==> config.mk <==
export PLATFORM = sky130hd
export DESIGN_NAME = pe_mslot
export DESIGN_NICKNAME = d
export VERILOG_FILES = /design/src/rtl/pe_mslot.sv
export SDC_FILE = /design/constraint.sdc
export NUM_CORES = 1
export LEC_CHECK = 0
export ABC_AREA = 1
export CORE_MARGIN = 5
export CORE_UTILIZATION = 30
export CTS_BUF_LIST = sky130_fd_sc_hd__clkbuf_2
export DETAILED_ROUTE_END_ITERATION = 16
export SETUP_SLACK_MARGIN = 0.02
export SKIP_CTS_REPAIR_TIMING = 1
export SYNTH_ARGS = -nofsm -noshare
export SYNTH_HDL_FRONTEND = slang
export SYNTH_SLANG_ARGS = --single-unit
==> constraint.sdc <==
create_clock -name clk -period 8.15 [get_ports clk]
set_input_delay 2.0375 -clock clk [delete_from_list [all_inputs] [get_ports clk]]
set_output_delay 2.0375 -clock clk [all_outputs]
set_load 0.005 [all_outputs]
==> src/rtl/pe_mslot.sv <==
// pe_mslot: weight-stationary systolic MAC PE with a WGT_DEPTH-slot weight bank,
//   ID-matched daisy-chain loading and pop-driven slot rotation.
// Latency: load/right forward 1 cycle, pop-to-down 3 cycles; no stalls, no backpressure.
//
// Ports:
//   clk, rst_n                          clock, asynchronous active-low reset
//   i_load_vld/id/data                  load beat in from the previous PE
//   o_load_vld/id/data                  load beat out; a beat that was consumed here leaves with vld=0
//   o_wgt_rdy                           every weight slot has been written at least once
//   i_pop_vld, o_pop_vld                compute beat valid in; the same valid 3 cycles later
//   i_up_data, o_down_data              partial sum in from above, partial sum out to below
//   i_left_data, o_right_data           operand in from the left, operand out to the right
//
// Build option: define PE_MSLOT_SAT_EN to saturate the final sum instead of wrapping it.

module pe_mslot #(
  parameter int ID_VAL         = 0,
  parameter int ID_WIDTH       = 6,
  parameter int IN_DATA_WIDTH  = 8,
  parameter int OUT_DATA_WIDTH = 24,
  parameter int WGT_DEPTH      = 4
) (
  input  logic                      clk,
  input  logic                      rst_n,
  input  logic                      i_load_vld,
  input  logic [ID_WIDTH-1:0]       i_load_id,
  input  logic [IN_DATA_WIDTH-1:0]  i_load_data,
  output logic                      o_load_vld,
  output logic [ID_WIDTH-1:0]       o_load_id,
  output logic [IN_DATA_WIDTH-1:0]  o_load_data,
  output logic                      o_wgt_rdy,
  input  logic                      i_pop_vld,
  output logic                      o_pop_vld,
  input  logic [OUT_DATA_WIDTH-1:0] i_up_data,
  input  logic [IN_DATA_WIDTH-1:0]  i_left_data,
  output logic [IN_DATA_WIDTH-1:0]  o_right_data,
  output logic [OUT_DATA_WIDTH-1:0] o_down_data
);

  localparam int PTR_W  = (WGT_DEPTH > 1) ? $clog2(WGT_DEPTH) : 1;
  localparam int PROD_W = 2 * IN_DATA_WIDTH;
  localparam int SUM_W  = OUT_DATA_WIDTH + 1;
  localparam logic [PTR_W-1:0] LAST_SLOT = PTR_W'(WGT_DEPTH - 1);

  // Weight bank and rotation pointers
  logic signed [IN_DATA_WIDTH-1:0] r_wgt [WGT_DEPTH];
  logic [PTR_W-1:0] r_load_ptr;
  logic [PTR_W-1:0] r_pop_ptr;
  logic             r_wgt_rdy;

  // Load chain forward registers
  logic                     r_load_vld;
  logic [ID_WIDTH-1:0]      r_load_id;
  logic [IN_DATA_WIDTH-1:0] r_load_data;
  logic [IN_DATA_WIDTH-1:0] r_right_data;

  // Compute pipeline
  logic                             r_s1_vld;
  logic signed [IN_DATA_WIDTH-1:0]  r_s1_left;
  logic signed [IN_DATA_WIDTH-1:0]  r_s1_wgt;
  logic signed [OUT_DATA_WIDTH-1:0] r_s1_up;
  logic                             r_s2_vld;
  logic signed [PROD_W-1:0]         r_s2_prod;
  logic signed [OUT_DATA_WIDTH-1:0] r_s2_up;
  logic                             r_s3_vld;
  logic [OUT_DATA_WIDTH-1:0]        r_down_data;

  logic                             w_hit;
  logic [PTR_W-1:0]                 w_load_ptr_nxt;
  logic [PTR_W-1:0]                 w_pop_ptr_nxt;
  logic signed [IN_DATA_WIDTH-1:0]  w_sel_wgt;
  logic signed [SUM_W-1:0]          w_prod_ext;
  logic signed [SUM_W-1:0]          w_up_ext;
  logic signed [SUM_W-1:0]          w_sum;
  logic [OUT_DATA_WIDTH-1:0]        w_sum_out;

  assign w_hit          = i_load_vld && (i_load_id == ID_WIDTH'(ID_VAL));
  assign w_load_ptr_nxt = (r_load_ptr == LAST_SLOT) ? '0 : r_load_ptr + 1'b1;
  assign w_pop_ptr_nxt  = (r_pop_ptr  == LAST_SLOT) ? '0 : r_pop_ptr  + 1'b1;
  // Combinational read of the current bank contents: a same-cycle write to this
  // slot lands on the clock edge, so the pop sees the old weight.
  assign w_sel_wgt      = r_wgt[r_pop_ptr];

  // One extra bit of headroom so overflow of the final add is observable.
  assign w_prod_ext = {{(SUM_W - PROD_W){r_s2_prod[PROD_W-1]}}, r_s2_prod};
  assign w_up_ext   = {r_s2_up[OUT_DATA_WIDTH-1], r_s2_up};
  assign w_sum      = w_prod_ext + w_up_ext;

`ifdef PE_MSLOT_SAT_EN
  always_comb begin
    w_sum_out = w_sum[OUT_DATA_WIDTH-1:0];
    // Top two bits disagree only when the result left the OUT_DATA_WIDTH range.
    if (w_sum[SUM_W-1] != w_sum[SUM_W-2]) begin
      w_sum_out = w_sum[SUM_W-1] ? {1'b1, {(OUT_DATA_WIDTH-1){1'b0}}}
                                 : {1'b0, {(OUT_DATA_WIDTH-1){1'b1}}};
    end
  end
`else
  assign w_sum_out = w_sum[OUT_DATA_WIDTH-1:0];
`endif

  // Load path: bank write, pointer rotation, ready flag and chain forwarding
  always_ff @(posedge clk or negedge rst_n) begin
    if (!rst_n) begin
      for (int i = 0; i < WGT_DEPTH; i++) r_wgt[i] <= '0;
      r_load_ptr  <= '0;
      r_wgt_rdy   <= 1'b0;
      r_load_vld  <= 1'b0;
      r_load_id   <= '0;
      r_load_data <= '0;
    end else begin
      if (w_hit) begin
        r_wgt[r_load_ptr] <= i_load_data;
        r_load_ptr        <= w_load_ptr_nxt;
        if (w_load_ptr_nxt == '0) r_wgt_rdy <= 1'b1;
      end
      r_load_vld  <= i_load_vld && !w_hit;
      r_load_id   <= i_load_id;
      r_load_data <= i_load_data;
    end
  end

  // Compute path: valids shift every cycle, data stages load only on their valid
  always_ff @(posedge clk or negedge rst_n) begin
    if (!rst_n) begin
      r_pop_ptr    <= '0;
      r_right_data <= '0;
      r_s1_vld     <= 1'b0;
      r_s1_left    <= '0;
      r_s1_wgt     <= '0;
      r_s1_up      <= '0;
      r_s2_vld     <= 1'b0;
      r_s2_prod    <= '0;
      r_s2_up      <= '0;
      r_s3_vld     <= 1'b0;
      r_down_data  <= '0;
    end else begin
      r_right_data <= i_left_data;
      r_s1_vld     <= i_pop_vld;
      r_s2_vld     <= r_s1_vld;
      r_s3_vld     <= r_s2_vld;
      if (i_pop_vld) begin
        r_s1_left <= i_left_data;
        r_s1_wgt  <= w_sel_wgt;
        r_s1_up   <= i_up_data;
        r_pop_ptr <= w_pop_ptr_nxt;
      end
      if (r_s1_vld) begin
        r_s2_prod <= r_s1_left * r_s1_wgt;
        r_s2_up   <= r_s1_up;
      end
      if (r_s2_vld) begin
        r_down_data <= w_sum_out;
      end
    end
  end

  assign o_load_vld   = r_load_vld;
  assign o_load_id    = r_load_id;
  assign o_load_data  = r_load_data;
  assign o_wgt_rdy    = r_wgt_rdy;
  assign o_pop_vld    = r_s3_vld;
  assign o_right_data = r_right_data;
  assign o_down_data  = r_down_data;

endmodule

# After elaboration in Yosys (flattened, before gate mapping)

Index checks and enable logic that the tools add are counted.

Flip-flop bits (word level): 167
Latch bits: 0
RAM bits: 0
Memory bits (read-only): 0
Input bits: 50
Memories kept: 0

Add/sub/neg operators: 3
Multiply operators: 1
Div/mod/pow operators: 0
Order comparisons: 3
Equal/unequal tests: 2
Shift-type cells: 0
Multiplexer cells: 8
Bitwise gates (word level): 2
Reduce and logical (&&, ||, !) cells: 7

Operators with widths:

| kind                                                                          | number |
|---|---|
| 32-bit bitwise mux                                                            | 1 |
| 16-bit by 24-bit adder with 24-bit output                                     | 1 |
| 8-bit two-way mux                                                             | 3 |
| 8-bit binary-select mux with 2-bit select                                     | 1 |
| 8-bit demux with 2-bit select                                                 | 1 |
| 8-bit by 8-bit multiplier with 16-bit output                                  | 1 |
| 3-bit >= comparator (second input constant)                                   | 2 |
| 6-bit zero test                                                               | 1 |
| 2-bit NOT with 3-bit output                                                   | 2 |
| 2-bit by 1-bit adder with 2-bit output (second input constant)                | 2 |
| 2-bit equality test (second input constant)                                   | 2 |
| 2-bit two-way mux                                                             | 2 |
| 1-bit logical AND                                                             | 3 |
| 3-bit by 1-bit less-than comparator with 1-bit output (second input constant) | 1 |
| 2-bit zero test                                                               | 1 |
| 2-bit AND reduction                                                           | 1 |
| 1-bit zero test                                                               | 1 |

# Logic depth before layout (Yosys ltp)

Depth after elaboration: 6
Gate-level depth with buffers: 22
Mapped depth without buffers: 21

# Worst setup path before layout

Ideal clock, no wire load.

Path kind: register -> register
Start: register r_s1_wgt[2]
End: register r_s2_prod[14]
Arrival time: 3.948 ns
Data required time: 8.032 ns
Setup slack: 4.084 ns
Cell stages (with the launch flop): 18
Buffers on the path: 1
Period minus slack after synthesis: 4.066 ns
Cell sequence: dfrtp_1 -> clkbuf_1 -> nand2_1 -> inv_1 -> fa_1 -> inv_1 -> fa_1 -> inv_1 -> fa_1 -> inv_1 -> fa_1 -> inv_1 -> ha_1 -> a21o_1 -> a21oi_1 -> nand4_1 -> nand3_1 -> nand2_1

Cells in the longest elaborated chain, start to end: 1

Ends and longest elaborated chain:

| what                                         | RTL line | text |
|---|---|---|
| start: declaration                           | 60       | `logic signed [IN_DATA_WIDTH-1:0] r_s1_wgt;` |
| start signal: assignment                     | 144      | `r_s1_wgt <= w_sel_wgt;` |
| 8-bit by 8-bit multiplier with 16-bit output | 149      | `r_s2_prod <= r_s1_left * r_s1_wgt;` |
| end signal: assignment                       | 149      |  |
| end: declaration                             | 63       | `logic signed [PROD_W-1:0] r_s2_prod;` |

Every way passes these cells.
A chain may end at the register's enable or synchronous reset.

# Worst setup path after layout

Ends and elaborated chain as after synthesis.

==> metrics.yaml <==
worst_hold_path:
  min_path_cells: 2
  holdPathEnd: "r_s2_up[23]"
  hold_start: "r_s1_up[23]"
  worstHoldPathType: "flip-flop to flip-flop"
critical_path:
  crit_fanout: 9
  r2r_cells: 18
  start_kind: "flip-flop"
  r2r_start: "r_s1_wgt[2]"
  regToRegEndpoint: "r_s2_prod[14]"
  cp.required_ns: 8.85
  rrSetupSlack_ns: 3.86
  cp.arrival_ns: 5.00
  critPathKind: "flip-flop to flip-flop"
  cp-end-kind: "flip-flop"
synthesis:
  syn_avg_cell_area_um2: 7.877
  synth_edf_count: 0
  synth.area.top_cells: "dfrtp_1 (39%), nand2_1 (15%), fa_1 (10%), inv_1 (9.7%), ha_1 (6.8%)"
  synth_area_leader_cell: "dfrtp_1"
  synth_seq_cells: 167
  synth_common_cells: "nand2_1 (433), inv_1 (277), dfrtp_1 (167), o21ai_0 (108), ha_1 (58)"
  yosysTopAreaCellShare: 0.3912
  async_reset_ff_frac: 1.000
  synthFlopType: "dfrtp_1"
  yosys_warnings: 0
  synthCells: 1356
  syn-num-nets: 1520
  synth.most_common_cell: "nand2_1"
  synth_area_um2: 10680
  yosysUniqueCellTypes: 35
  seq_area_frac_synth: 0.3912
clock_network:
  cts_buffer_depth: 2
  htree_levels: 4
  cts_root_buf: "clkbuf_2"
  tritoncts: "yes"
  cts_sinks: 167
  clock_latency_ns: 0.81
  cts_made_buffers: 17
  clk_pin_slew_ns: 0.30
final_layout:
  fin_nets: 1597
  drive_gt1_frac: 0.04011
  layoutNonFillerInstCount: 1908
  area_delta_synth_final_pct: 15.08
  fillers: 3756
sta:
  grt_setup_unrepaired: "false"
  tns_ns: 0
  fmax_mhz: 233.0
  hold_viol: 0
  slew_headroom: 0.3876
  worst_pin_slew_ns: 0.9187
  fin_crit_sh: 0.5267
  min_period_ns: 4.293
  hold_slack_ns: 0.5078
  drv_slew: 0
  setup_viol: 0
  finalClockSkew_ns: 0.04384
route:
  vias: 8458
  wirelength_um: 24970
  vias_per_cell: 4.433
  dr.pass1.iters: 5
  drtAntennaViolNets: 0
  drc: 0
  wl_per_cell_um: 13.09
  drt_iter0_drc: 523
grt:
  grt_pass1_wl_um: 41830
  grt_pass1_vias: 8428
  antenna_found_initial: 1
  grt_usage: 0.1315
  overflow: 0
  grt_max_degree: 102
placement:
  dp_cells: 1875
  dp_hpwl_um: 19710
  port_buffers: 98
  gp_congestion: 0.8858
job:
  maxCapViolCount: 0
die:
  rows: 69
  die_w_um: 198.7
  coreArea_um2: 35400
  io_pins: 99
  dieArea_um2: 39480
  die_y_um: 198.7
  start_util: 0.3018
run_status:
  status: "finished, final reports clean"
## cell type report
type	count	area [um2]	area share
sequential	167	4179	0.3400
multi-input combinational	868	5251	0.4272
clock buffer	17	85.08	0.006922
inverter	278	1044	0.08489
clock inverter	15	153.9	0.01252
timing repair buffer	101	999.7	0.08133
tap	461	576.8	0.04693
antenna	1	2.502	0.0002036
## critical path, stage by stage (launching register included)
cell and delay, ns:
dfrtp_1 0.53, nand2_1 0.16, inv_1 0.10, fa_1 0.52, inv_1 0.15, fa_1 0.56
inv_1 0.05, fa_1 0.52, inv_1 0.05, fa_1 0.53, inv_1 0.04, ha_1 0.34
nand2_1 0.10, nor2_1 0.17, nand3_1 0.12, nand3_1 0.10, nand2_1 0.05, nand3_1 0.06
nand2_1 0.06
## sequential cells by signal (all words and copies together) (netlist names)
register and flops:
r_s2_vld 1, r_s1_vld 1, r_pop_ptr 2, r_wgt 32, o_load_id 6, r_s1_up 24
o_right_data 8, r_s1_wgt 8, r_s2_up 24, r_s1_left 8, r_s2_prod 16, o_pop_vld 1
o_load_vld 1, o_load_data 8, r_load_ptr 2, o_down_data 24, o_wgt_rdy 1
## cell usage in the layout (no fill, tap or decap), types with 3 or more instances in the layout
master / synthesis / layout
a21oi_1: 39 / 39
a31oi_1: 11 / 11
buf_4: 1 / 3
clkbuf_2: 0 / 17
clkdlybuf4s50_1: 0 / 96
dfrtp_1: 167 / 167
fa_1: 56 / 56
ha_1: 58 / 58
inv_1: 277 / 277
inv_6: 0 / 5
inv_8: 0 / 4
mux2_2: 8 / 8
nand2_1: 433 / 433
nand3_1: 47 / 47
nand3b_1: 9 / 9
nand4_1: 8 / 8
nor2_1: 56 / 56
o21ai_0: 108 / 108
o21ai_2: 4 / 4
xnor2_1: 12 / 12
## per-layer routing
metal / share of wire / routed length (um) / global-route usage / up-vias
met5: 0 / 0 / 0 / -
li1: - / - / - / 4282
met1: 0.47 / 11840 / 0.1791 / 3985
met4: 0.015 / 381 / 0.03470 / 0
met2: 0.46 / 11510 / 0.2136 / 167
met3: 0.050 / 1242 / 0.02879 / 24
## worst max path at each step
stage | from | end | slack, ns
floorplan | r_s1_wgt[2] | r_s2_prod[14] | 4.08
global placement | r_s1_wgt[2] | r_s2_prod[14] | 3.95
detailed placement | r_s1_wgt[2] | r_s2_prod[14] | 3.90
CTS | r_s1_wgt[2] | r_s2_prod[14] | 3.84
global route | r_s1_wgt[2] | r_s2_prod[14] | 3.57
finish | r_s1_wgt[2] | r_s2_prod[14] | 3.86
## metrics by stage
step | utilization | cell area [um2] | setup WS, ns
final | 0.3473 | 12290 | 3.857
after global routing | 0.3473 | 12290 | 3.572
after CTS | 0.3472 | 12290 | 3.840
after detailed placement | 0.3404 | 12050 | 3.897
after global placement | 0.3404 | 12050 | 3.952
after floorplan | - | 10680 | 4.084
## cell families (layout without fill, tap and decap cells)
| group | after synthesis | count (layout) | synth area share |
|---|---|---|---|
| AO/OA/AOI/OAI | 170 | 170 | 0.08387 |
| XOR/XNOR | 14 | 14 | 0.01148 |
| adder cells (fa/ha/maj) | 114 | 114 | 0.1729 |
| buffers and inverters | 321 | 411 | 0.1171 |
| flip-flops | 167 | 167 | 0.3912 |
| multiplexers | 8 | 8 | 0.008434 |
| other | 0 | 1 | 0 |
| AND/OR/NAND/NOR | 562 | 562 | 0.2149 |
Power is not shown: default switching activity piles up to over one toggle a cycle in this logic, so the estimate is an artifact.
